File: config.mk
export PLATFORM = sky130hd
export DESIGN_NAME = sa_ram_rd_streamer
export DESIGN_NICKNAME = d
export VERILOG_FILES = /design/src/rtl/sa_ram_pkg.sv /design/src/rtl/sa_rd_skid_fifo.sv /design/src/rtl/sa_ram_rd_streamer.sv
export SDC_FILE = /design/constraint.sdc
export NUM_CORES = 1
export LEC_CHECK = 0
export ABC_AREA = 1
export CAP_MARGIN = 20
export CORE_MARGIN = 8
export CORE_UTILIZATION = 36
export CTS_BUF_LIST = sky130_fd_sc_hd__clkbuf_8
export CTS_CLUSTER_DIAMETER = 30
export DETAILED_ROUTE_END_ITERATION = 8
export SLEW_MARGIN = 20
export SYNTH_ARGS = -nofsm -noshare
export SYNTH_HDL_FRONTEND = slang
export SYNTH_SLANG_ARGS = --single-unit
File: constraint.sdc
create_clock -name clk -period 2.87 [get_ports clk]
set_input_delay 0.4305 -clock clk [delete_from_list [all_inputs] [get_ports clk]]
set_output_delay 0.4305 -clock clk [all_outputs]
set_load 0.1 [all_outputs]
File: src/rtl/sa_ram_pkg.sv
// Shared types for the sa_ram read-side streamer: default geometry,
// streamer FSM encoding and the skid-buffer entry layout.
package sa_ram_pkg;

    localparam int AW_DEF = 8;
    localparam int DW_DEF = 7;

    typedef enum logic [1:0] {
        IDLE  = 2'd0,
        READ  = 2'd1,
        DRAIN = 2'd2
    } rd_state_t;

    // Buffer entry at the default data width; the streamer builds the same
    // {last, data} layout at whatever DW it is instantiated with.
    typedef struct packed {
        logic              last;
        logic [DW_DEF-1:0] data;
    } rd_entry_t;

endpackage

File: src/rtl/sa_rd_skid_fifo.sv
// Small register FIFO that absorbs read data returning from the RAM.
// Head entry is presented combinationally; reads as zero when empty.
module sa_rd_skid_fifo #(
    parameter int W     = 8,
    parameter int DEPTH = 2,
    parameter int CW    = $clog2(DEPTH + 1)
) (
    input  logic          clk,
    input  logic          rstn,
    input  logic          push,
    input  logic [W-1:0]  din,
    input  logic          pop,
    output logic [W-1:0]  dout,
    output logic [CW-1:0] cnt
);

    localparam int PW = (DEPTH > 1) ? $clog2(DEPTH) : 1;
    localparam logic [PW-1:0] LAST_IDX = PW'(DEPTH - 1);

    logic [W-1:0]  mem [DEPTH];
    logic [PW-1:0] wp;
    logic [PW-1:0] rp;

    // Pointers wrap explicitly so non-power-of-two depths work.
    function automatic logic [PW-1:0] nxt(input logic [PW-1:0] p);
        return (p == LAST_IDX) ? '0 : p + PW'(1);
    endfunction

    // Storage write; contents need no reset since dout is gated by cnt.
    always_ff @(posedge clk) begin
        if (push) mem[wp] <= din;
    end

    // Pointer and occupancy bookkeeping; push+pop together leaves cnt as is.
    always_ff @(posedge clk or negedge rstn) begin
        if (!rstn) begin
            wp  <= '0;
            rp  <= '0;
            cnt <= '0;
        end else begin
            if (push) wp <= nxt(wp);
            if (pop)  rp <= nxt(rp);
            case ({push, pop})
                2'b10:   cnt <= cnt + CW'(1);
                2'b01:   cnt <= cnt - CW'(1);
                default: cnt <= cnt;
            endcase
        end
    end

    assign dout = (cnt != '0) ? mem[rp] : '0;

endmodule

File: src/rtl/sa_ram_rd_streamer.sv
// Burst reader for the 256x7 two-port sa_ram: takes {addr, len} commands,
// issues sequential reads, hides the one-cycle registered-address read
// latency and streams the data out as valid/ready with full backpressure.
module sa_ram_rd_streamer
    import sa_ram_pkg::*;
#(
    parameter int AW        = AW_DEF,
    parameter int DW        = DW_DEF,
    parameter int BUF_DEPTH = 2
) (
    input  logic          clk,
    input  logic          rstn,
    input  logic          cmd_valid,
    output logic          cmd_ready,
    input  logic [AW-1:0] cmd_addr,
    input  logic [AW-1:0] cmd_len,
    output logic          ram_re,
    output logic [AW-1:0] ram_ra,
    input  logic [DW-1:0] ram_dout,
    output logic          out_valid,
    input  logic          out_ready,
    output logic [DW-1:0] out_data,
    output logic          out_last,
    output logic          busy
);

    localparam int CW = $clog2(BUF_DEPTH + 1);
    // Two spare bits so cnt + p1 never overflows before the compare.
    localparam logic [CW+1:0] DEPTH_V = (CW + 2)'(BUF_DEPTH);

    typedef struct packed {
        logic          last;
        logic [DW-1:0] data;
    } entry_t;

    rd_state_t     state;
    logic [AW-1:0] addr_q;
    logic [AW-1:0] rem_q;
    logic          p1;
    logic          p1_last;
    logic [CW-1:0] cnt;
    logic          pop;
    logic [CW+1:0] proj;
    entry_t        push_e;
    entry_t        head_e;

    assign pop = out_valid & out_ready;

    // Occupancy the buffer will have after this edge, counting the beat
    // already on ram_dout. pop implies cnt>0, so this cannot underflow.
    always_comb begin
        proj = {2'b00, cnt} + {{(CW + 1){1'b0}}, p1} - {{(CW + 1){1'b0}}, pop};
    end

    // Reads are issued only while a slot is guaranteed for the returning data.
    assign ram_re = (state == READ) && (proj < DEPTH_V);
    assign ram_ra = addr_q;

    // Command FSM: latch burst, walk addresses, wait for the last beat to leave.
    always_ff @(posedge clk or negedge rstn) begin
        if (!rstn) begin
            state     <= IDLE;
            addr_q    <= '0;
            rem_q     <= '0;
            cmd_ready <= 1'b1;
            busy      <= 1'b0;
        end else begin
            case (state)
                IDLE: begin
                    if (cmd_valid) begin
                        addr_q    <= cmd_addr;
                        rem_q     <= cmd_len;
                        state     <= READ;
                        cmd_ready <= 1'b0;
                        busy      <= 1'b1;
                    end
                end
                READ: begin
                    if (ram_re) begin
                        addr_q <= addr_q + AW'(1);
                        rem_q  <= rem_q - AW'(1);
                        if (rem_q == '0) state <= DRAIN;
                    end
                end
                DRAIN: begin
                    if (pop && out_last) begin
                        state     <= IDLE;
                        cmd_ready <= 1'b1;
                        busy      <= 1'b0;
                    end
                end
                default: begin
                    state     <= IDLE;
                    cmd_ready <= 1'b1;
                    busy      <= 1'b0;
                end
            endcase
        end
    end

    // Track the read in flight so its data is captured on the next cycle,
    // tagged with whether it was the burst's final read.
    always_ff @(posedge clk or negedge rstn) begin
        if (!rstn) begin
            p1      <= 1'b0;
            p1_last <= 1'b0;
        end else begin
            p1      <= ram_re;
            p1_last <= ram_re && (rem_q == '0);
        end
    end

    assign push_e.last = p1_last;
    assign push_e.data = ram_dout;

    sa_rd_skid_fifo #(
        .W     ($bits(entry_t)),
        .DEPTH (BUF_DEPTH),
        .CW    (CW)
    ) u_fifo (
        .clk  (clk),
        .rstn (rstn),
        .push (p1),
        .din  (push_e),
        .pop  (pop),
        .dout (head_e),
        .cnt  (cnt)
    );

    assign out_valid = (cnt != '0);
    assign out_data  = head_e.data;
    assign out_last  = head_e.last;

endmodule
; Word-level counts from Yosys, hierarchy flattened
; Memory sizes are Yosys's and may differ from the RTL's.
; Cells that the tools add are included.
[classes]
addsub = 8
n_lt_le_gt_ge = 1
eq_ne = 8
n_mux = 23
bitwise_logic = 2
n_reduce_logical = 11
[op_table]
columns = operator, count
row1 = $mux 8, 5
row2 = $pmux 8 s2, 2
row3 = $add 8x1->8 const B, 1
row4 = $logic_not 8->1, 1
row5 = $mux 1, 8
row6 = $mux 2, 4
row7 = $sub 8x1->8 const B, 1
row8 = $ne 2x2->1 const B, 3
row9 = $pmux 1 s3, 2
row10 = $pmux 2 s3, 1
row11 = $reduce_and 3->1, 2
row12 = $reduce_bool 2->1, 3
row13 = $eq 2x1->1 const B, 2
row14 = $eq 2x2->1 const B, 2
row15 = $lt 4x2->1 const B, 1
row16 = $pmux 2 s2, 1
row17 = $reduce_and 4->1, 1
row18 = $sub 3x1->4, 1
row19 = $add 2x1->3, 1
row20 = $logic_and 1x1->1, 3
row21 = $add 1x1->1 const B, 2
row22 = $add 2x1->2 const B, 1
row23 = $logic_not 2->1, 1
row24 = $ne 2x1->1 const B, 1
row25 = 3 further kinds, 3
[totals]
regBits = 26
ramBits = 16
in_bits = 27
output_inout_bits = 20
elab_cells = 64
mem_count = 1
[mem_list]
columns = memory, depth, width, rd, rd_clocked_by_memory_dff, write_ports, line_no
row1 = u_fifo.mem, 2, 8, 1, 0, 1, sa_rd_skid_fifo.sv:20  ; logic [W-1:0] mem [DEPTH];

; Depth between registers and ports, before layout
; Gate-level depths: netlist of run 1.
[depth]
word_depth = 7
depth_mapped = 12
mapped_depth_nobuf = 11

; By module
; A second synthesis of run 1 with hierarchy kept.
[unflattened]
hier_cells = 272
area_unflattened_um2 = 2293.4
[modules_own_cells]
columns = mod, n_inst, cells_each, area_per_inst_um2, seq_area_each_um2
row1 = sa_ram_rd_streamer, 1, 207, 1495.2, 551.8
row2 = sa_rd_skid_fifo, 1, 65, 798.3, 580.6

; Worst setup path before layout of run 1
; Ideal clock, no wire load.
[synth_timing]
path_type = flip-flop to output port
start = register u_fifo.cnt[0]
end = output ram_re
arrival_time_ns = 2.235
t_required_ns = 2.440
path_slack_ns = 0.204
stages_incl_launch_ff = 8
path_buffers = 0
path_cell_list = dfrtp_1 > inv_1 > nand3_1 > o21ai_0 > fa_1 > a21oi_1 > nand3_2 > inv_1
[synth_between]
elab_chain_len = 5
elab_cells_between_ends = 6
classes_between = 2 x add/sub / 1 x order compare / 1 x bitwise / 2 x reduce/logical
[synth_lines]
columns = element, line_no
row1 = "start, declared", sa_rd_skid_fifo.sv:14  ; output logic [CW-1:0] cnt
row2 = "start signal, assigned", sa_rd_skid_fifo.sv:44  ; 2'b10: cnt <= cnt + CW'(1);
row3 = "start signal, assigned", sa_rd_skid_fifo.sv:45  ; 2'b01: cnt <= cnt - CW'(1);
row4 = "start signal, assigned", sa_rd_skid_fifo.sv:46  ; default: cnt <= cnt;
row5 = "parallel branches: the longest is 2 deep, another holds $add 2x1->3", -
row6 = $sub 3x1->4 (*), sa_ram_rd_streamer.sv:52  ; proj = {2'b00, cnt} + {{(CW + 1){1'b0}}, p1} - {{(CW + 1){1'b0}}, pop};
row7 = $lt 4x2->1 (*), sa_ram_rd_streamer.sv:56  ; assign ram_re = (state == READ) && (proj < DEPTH_V);
row8 = $logic_and 1x1->1 (*), sa_ram_rd_streamer.sv:56
row9 = "end, declared", sa_ram_rd_streamer.sv:17  ; output logic ram_re,
; Every way passes the cells marked *.

; Worst setup path in the final report of run 1
[layout_timing]
start = input out_ready
end = output ram_re
[layout_between]
elab_chain_len = 4
[layout_lines]
columns = element, line_no
row1 = "start, declared", sa_ram_rd_streamer.sv:21  ; input logic out_ready,
row2 = $and 1x1->1, sa_ram_rd_streamer.sv:47  ; assign pop = out_valid & out_ready;
row3 = $sub 3x1->4, sa_ram_rd_streamer.sv:52
row4 = $lt 4x2->1, sa_ram_rd_streamer.sv:56
row5 = $logic_and 1x1->1, sa_ram_rd_streamer.sv:56
; Every way passes these cells.

==> metrics.md, run 1 <==
| Metric | Value |
|---|---|
| Final Skew | 1.36 ps |
| CTS tree | built |
| Largest net degree at the start of global routing | 27 |
| Clock transition at path regs | approximately 80 ps |
| Final WL | 4990 um |
| Number of synthesized flops with an enable pin | 16 |
| Die Wd | about 94 um |
| Via count | approximately 1900 |
| IO Count | 47 |
| Post-synth ARST share | 0.619 |
| Data arrival time of the critical path | around 2300 ps |
| Routed Antenna Nets | 0 |
| Synthesized instance count | 272 |
| Synthesized cell area | ~2200 um^2 |
| Crit-path cells | clkdlybuf4s50_1 > nor2_1 > nand2_1 > o21ai_2 > fa_1 > a21oi_2 > nand3_2 > inv_1 > buf_12 |
| Crit start category | primary input |
| Slew @ Worst Pin | around 730 ps |
| Most frequent cell after synthesis | nand2_1 |
| MaxCap Viol Count | 0 |
| Peak Freq | ~0.36 GHz |
| Clk buf depth | 2 |
| Fillers | between 500 and 600 |
| H-tree depth | 2 |
| Core area | 5890 um^2 |
| Status | complete, no violations |
| Worst slew margin | 0.514 |
| Crit Path Category | in2out |
| Largest area contributor in the netlist | dfrtp_1 |
| Die area | between 8000 and 9000 um^2 |
| Root buffer cell | clkbuf_8 |
| Yosys warns | 0 |
| Area occupied by multi-input gates | between 900 and 1000 um^2 |
| Non-filler instance count after layout | 402 |
| Share of cells above drive strength 1 | 0.141 |
| RSZ-0062 raised after global routing | no |
| Number of buffers created by CTS | 5 |
| Die height | ~94 um |
| DR WL/cell | 12.4 um |
| Final Max Tran Viols | 0 |
| Final hold vios | 0 |
| Register bit total from synthesis | 42 |
| Detailed Routing Iterations Pass 1 | 4 |
| Number of remaining DRC errors | 0 |
| CP Buf/Inv Count | 3 |
| Net Count, Synth | a little over 300 |
| Count of input and output buffers | 46 |
| Crit. End Element | output port |
| Dpl hpwl | 3700 um |
| Top post-synthesis cells by count | nand2_1 (97), inv_1 (28), dfrtp_1 (25), nand3_1 (25) |
| Dpl cells | 394 |
| Clock Sink Count | 42 |
| Core Util, Final | 0.482 |
| Setup violators final | 0 |
| Final cycle utilization of the critical path | 0.956 |
| Classification of the worst-slack hold path | reg2reg |
| Largest delay share family, worst path | buffers and inverters |
| Crit Path Max Fanout | 4 |
| Initial Util | 0.372 |
| Initial antenna violation count | 0 |
| Minimum clock period | 2740 ps |
| Share of the synthesized area in the top cell type | 0.286 |
| Setup TNS | 0 ps |
| Slowest Stage Delay on Critical Path | approximately 470 ps |
| Mapped Avg Cell Area | 8.05 um^2 |
| FF+latch area | around 1100 um^2 |
| Synth area leaders | dfrtp_1 (29%), edfxtp_1 (22%), nand2_1 (17%) |
| GRT overflow | 0 |
| Worst-Skew Late Latency | between 200 and 300 ps |
| Synthesis-to-finish area growth | 29.6% |
| DRT iter0 DRCs | between 50 and 60 |
| Vias in the first global route | 1945 |
| Required @ worst endpoint | between 2000 and 2500 ps |
| Top_reg_cell synth | dfrtp_1 |
| Global-route wire length before repair | 8710 um |
| Antenna diodes | 0 |
| RD Place Congestion | around 0.80 |
| GRT Total Usage | 0.122 |
| Crit-path slowest cell | clkdlybuf4s50_1 |
| Std-Cell Rows | 28 |
| Distinct cell type count after synthesis | 28 |
| Seq/Total Area, Yosys | 0.517 |
| Vias/cell | 4.74 |
| Hold Buf Count CTS | 0 |
| Final #Nets | 357 |
registers in the layout (all words and copies together) (netlist names):
name and cells:
p1_last 1, cmd_ready 1, u_fifo.cnt 2, rem_q 8, ram_ra 8, busy 1
state 2, u_fifo.mem 16, u_fifo.rp 1, u_fifo.wp 1, p1 1
per-stage QoR:
stage | instance area [um^2] | setup WS (ps) | hold WS [ps]
CTS | 2830 | 9.95 | 452
detailed placement | 2720 | -57.3 | 432
global route | 2840 | 20.7 | 474
floorplan | 2190 | 204 | 135
finish | 2840 | 126 | 448
global placement | 2720 | 6.88 | 423
logic make-up after synthesis:
| logic type | after synthesis | share of synthesized area |
|---|---|---|
| buffers and inverters | 37 | 0.0709 |
| AO/OA/AOI/OAI | 32 | 0.0743 |
| adder cells (fa/ha/maj) | 4 | 0.0263 |
| flip-flops | 42 | 0.517 |
| XOR/XNOR | 3 | 0.0120 |
| AND/OR/NAND/NOR | 154 | 0.299 |
placed cells by master (no fill, tap or decap):
cell and count:
o21ai_0 10, a21oi_1 12, buf_4 26, a21boi_0 1, or2_2 3, dfrtp_1 25
xor2_1 3, nor2_1 16, inv_2 2, o21ai_1 7, fa_1 1, clkbuf_8 5
a21oi_2 1, nor3b_1 1, o21ai_2 1, nor2_2 1, nand3b_1 1, nand2_2 2
edfxtp_1 16, nand2_1 97, ha_1 3, nand3_2 1, clkinv_1 1, clkdlybuf4s50_1 26
bufinv_16 1, inv_1 29, or2_1 1, nor3_1 1, nand3_1 25, nand4_1 5
clkinvlp_4 1, dfstp_2 1, buf_12 1
metal layers:
| layer | up-vias | GRT usage | wire length [um] |
|---|---|---|---|
| met3 | 8 | 0.0344 | 240 |
| li1 | 988 | - | - |
| met4 | 0 | 0.0436 | 82 |
| met5 | - | 0 | 0 |
| met1 | 863 | 0.148 | 2340 |
| met2 | 47 | 0.201 | 2340 |
final timing paths:
kind / start / to / slack [ps] / depth (start not counted)
worst max-delay path: out_ready / ram_re / 130 / 9
worst min-delay path: p1_last$_DFF_PN0_ / u_fifo.mem[0][7]$_DFFE_PP_ / 450 / 0
worst max register to register: u_fifo.cnt[1]$_DFFE_PN0P_ / rem_q[0]$_DFFE_PN0P_ / 660 / 10
worst min register to register: p1_last$_DFF_PN0_ / u_fifo.mem[0][7]$_DFFE_PP_ / 450 / 0
max in group asynchronous: rstn / cmd_ready$_DFFE_PN1P_ / 2070 / 2
min in group asynchronous: rstn / busy$_DFFE_PN0P_ / 510 / 2
area by class of cell:
type                       instances  area share
sequential                        42       0.399
multi-input combinational        193       0.320
timing repair buffer              53       0.168
inverter                          31      0.0410
tap                               75      0.0331
clock buffer                       5      0.0243
clock inverter                     3      0.0146
timing repair:
| action | 4_1_cts | 5_1_grt |
|---|---|---|
| cloned | 0 | 0 |
| setup buffers | 0 | 0 |
| setup endpoints to repair | 1 | 1 |
| resized for setup | 1 | 2 |
Power of run 1 is left out: the tool's default activity adds up to more than one toggle a clock period on the data nets, which glitch-free logic cannot reach.
==> run 2: changes to the inputs <==
CORE_MARGIN = 3   (was 8)
CTS_CLUSTER_DIAMETER = 80   (was 30)
==> run 2 against run 1 <==
Effect of this change:
- first-iteration DRC count is 65% higher
- critical path depth is 1 higher
- largest cell class unchanged
- hold slack better by 12 ps
- fmax is 7.4% higher
- highest routed layer unchanged
- global-route usage is 1.9 points higher
==> metrics.md, run 2 (same netlist as run 1, synthesis figures left out) <==
| Metric | Value |
|---|---|
| Worst slew margin | 0.530 (+0.0163) |
| Die area | 7050 um^2 (-20%) |
| Slew @ Worst Pin | 702 ps (-24.3 ps) |
| Required @ worst endpoint | 2440 ps (about the same) |
| DR WL/cell | 11.9 um (-4.4%) |
| Initial Util | 0.383 (+0.0115) |
| Peak Freq | 0.392 GHz (+7.4%) |
| Initial antenna violation count | 0 (unchanged) |
| Final WL | 4750 um (-4.8%) |
| Vias in the first global route | 1725 (-11%) |
| Crit-path slowest cell | fa_1 |
| Die Wd | 84.0 um (-11%) |
| Slowest Stage Delay on Critical Path | 460 ps (about the same) |
| Via count | 1888 (-0.94%) |
| Clock Sink Count | 42 (unchanged) |
| Final Skew | 8.93 ps (+7.57 ps) |
| Commonest cells after routing, fill and taps aside | nand2_1 (97), inv_1 (27), buf_4 (27) |
| Root buffer cell | clkbuf_8 |
| Setup TNS | 0 ps (unchanged) |
| Worst-Skew Late Latency | 300 ps (about the same) |
| Core area | 5710 um^2 (-3.0%) |
| Reg with most FFs | u_fifo.mem |
| Largest register FFs | 16 (unchanged) |
| Crit Path Max Fanout | 3 (-1) |
| Std-Cell Rows | 27 (-3.6%) |
| GRT Total Usage | 0.141 (+0.0195) |
| Final cycle utilization of the critical path | 0.890 (-0.0662) |
| IO Count | 47 (unchanged) |
| Share of cells above drive strength 1 | 0.149 (+0.00872) |
| Largest net degree at the start of global routing | 27 (unchanged) |
| Classification of the worst-slack hold path | reg2reg |
| MaxCap Viol Count | 0 (unchanged) |
| Clock transition at path regs | 80 ps (about the same) |
| Post-CTS repair timing setup buffer count | 0 (unchanged) |
| RD Place Congestion | 0.767 (-3.7%) |
| Number of buffers created by CTS | 5 (unchanged) |
| Number of remaining DRC errors | 0 (unchanged) |
| Routed Antenna Nets | 0 (unchanged) |
| CTS tree | built |
| Final #Nets | 358 (+0.28%) |
| Minimum clock period | 2550 ps (-190 ps) |
| Data arrival time of the critical path | 2120 ps (-190 ps) |
| Most common cell after layout, fill and taps aside | nand2_1 |
| Crit start category | flop |
| Hold Buf Count CTS | 0 (unchanged) |
| Die height | 84.0 um (-11%) |
| Dpl hpwl | 3540 um (-4.3%) |
| Setup violators final | 0 (unchanged) |
| Antenna diodes | 0 (unchanged) |
| DRT iter0 DRCs | 91 (+65%) |
| Clk buf depth | 2 (unchanged) |
| Post-CTS sizing | 1 (unchanged) |
| Final Max Tran Viols | 0 (unchanged) |
| Crit Path Category | reg2out |
| Vias/cell | 4.72 (-0.45%) |
| Detailed Routing Iterations Pass 1 | 4 (unchanged) |
| GRT overflow | 0 (unchanged) |
| Global-route wire length before repair | 8020 um (-7.9%) |
| Post-DP Area | 2720 um^2 (+0.14%) |
| Status | complete, no violations |
| Crit-path cells | inv_1 > nor2_2 > nand2_1 > o21ai_1 > buf_4 > fa_1 > a21oi_2 > nand3_2 > inv_2 > buf_12 |
| Synthesis-to-finish area growth | 28.9% |
| Final hold vios | 0 (unchanged) |
| Crit. End Element | output port |
| Count of input and output buffers | 46 (unchanged) |
| H-tree depth | 2 (unchanged) |
| RSZ-0062 raised after global routing | no |
| Final instance area | 2820 um^2 (-0.53%) |
==> run 2: metrics by stage <==
step / utilization / instances / setup slack (ps) / hold WS (ps)
2_1_floorplan: - / 272 / 204 / 135
4_1_cts: 0.493 / 400 / 45.1 / 467
3_5_place_dp: 0.477 / 392 / 14.6 / 450
5_1_grt: 0.494 / 400 / 166 / 482
3_3_place_gp: 0.477 / 392 / 64.2 / 427
6_report: 0.494 / 400 / 316 / 460
==> run 2: path summary, 6_finish.rpt <==
check                      cells past startpoint  slack [ps]                          to                       from
setup reg to reg                              13         650        rem_q[0]$_DFFE_PN0P_  u_fifo.cnt[0]$_DFFE_PN0P_
setup / recovery                              10         320                      ram_re  u_fifo.cnt[0]$_DFFE_PN0P_
max in group asynchronous                      2        2060       cmd_ready$_DFFE_PN1P_                       rstn
min in group asynchronous                      2         490       ram_ra[6]$_DFFE_PN0P_                       rstn
hold reg to reg                                0         460  u_fifo.mem[0][7]$_DFFE_PP_          p1_last$_DFF_PN0_
hold / removal                                 0         460  u_fifo.mem[0][7]$_DFFE_PP_          p1_last$_DFF_PN0_
==> run 2: routing by layer <==
metal | up-vias | part of all wire | GRT usage
met4 | 0 | 0.012 | 0.0482
li1 | 987 | - | -
met3 | 5 | 0.037 | 0.0276
met5 | - | 0 | 0
met1 | 856 | 0.46 | 0.192
met2 | 40 | 0.50 | 0.226
==> run 2: worst max-delay path, delay by kind of cell, from the launching register on <==
family | cells | cell delay (ps)
buf+inv | 4 | 520
fa+ha+maj | 1 | 460
flops | 1 | 390
simple gates | 3 | 230
compound gates | 2 | 220
==> run 2: cell type report <==
cell class / count / area [um^2]
Fill cell: 558 / 2890
Multi-Input combinational cell: 193 / 907
Tap cell: 72 / 90.1
Clock buffer: 5 / 68.8
Timing Repair Buffer: 54 / 485
Clock inverter: 3 / 21.3
Inverter: 31 / 116
Sequential cell: 42 / 1130
Power of run 2 is left out for the same reason.
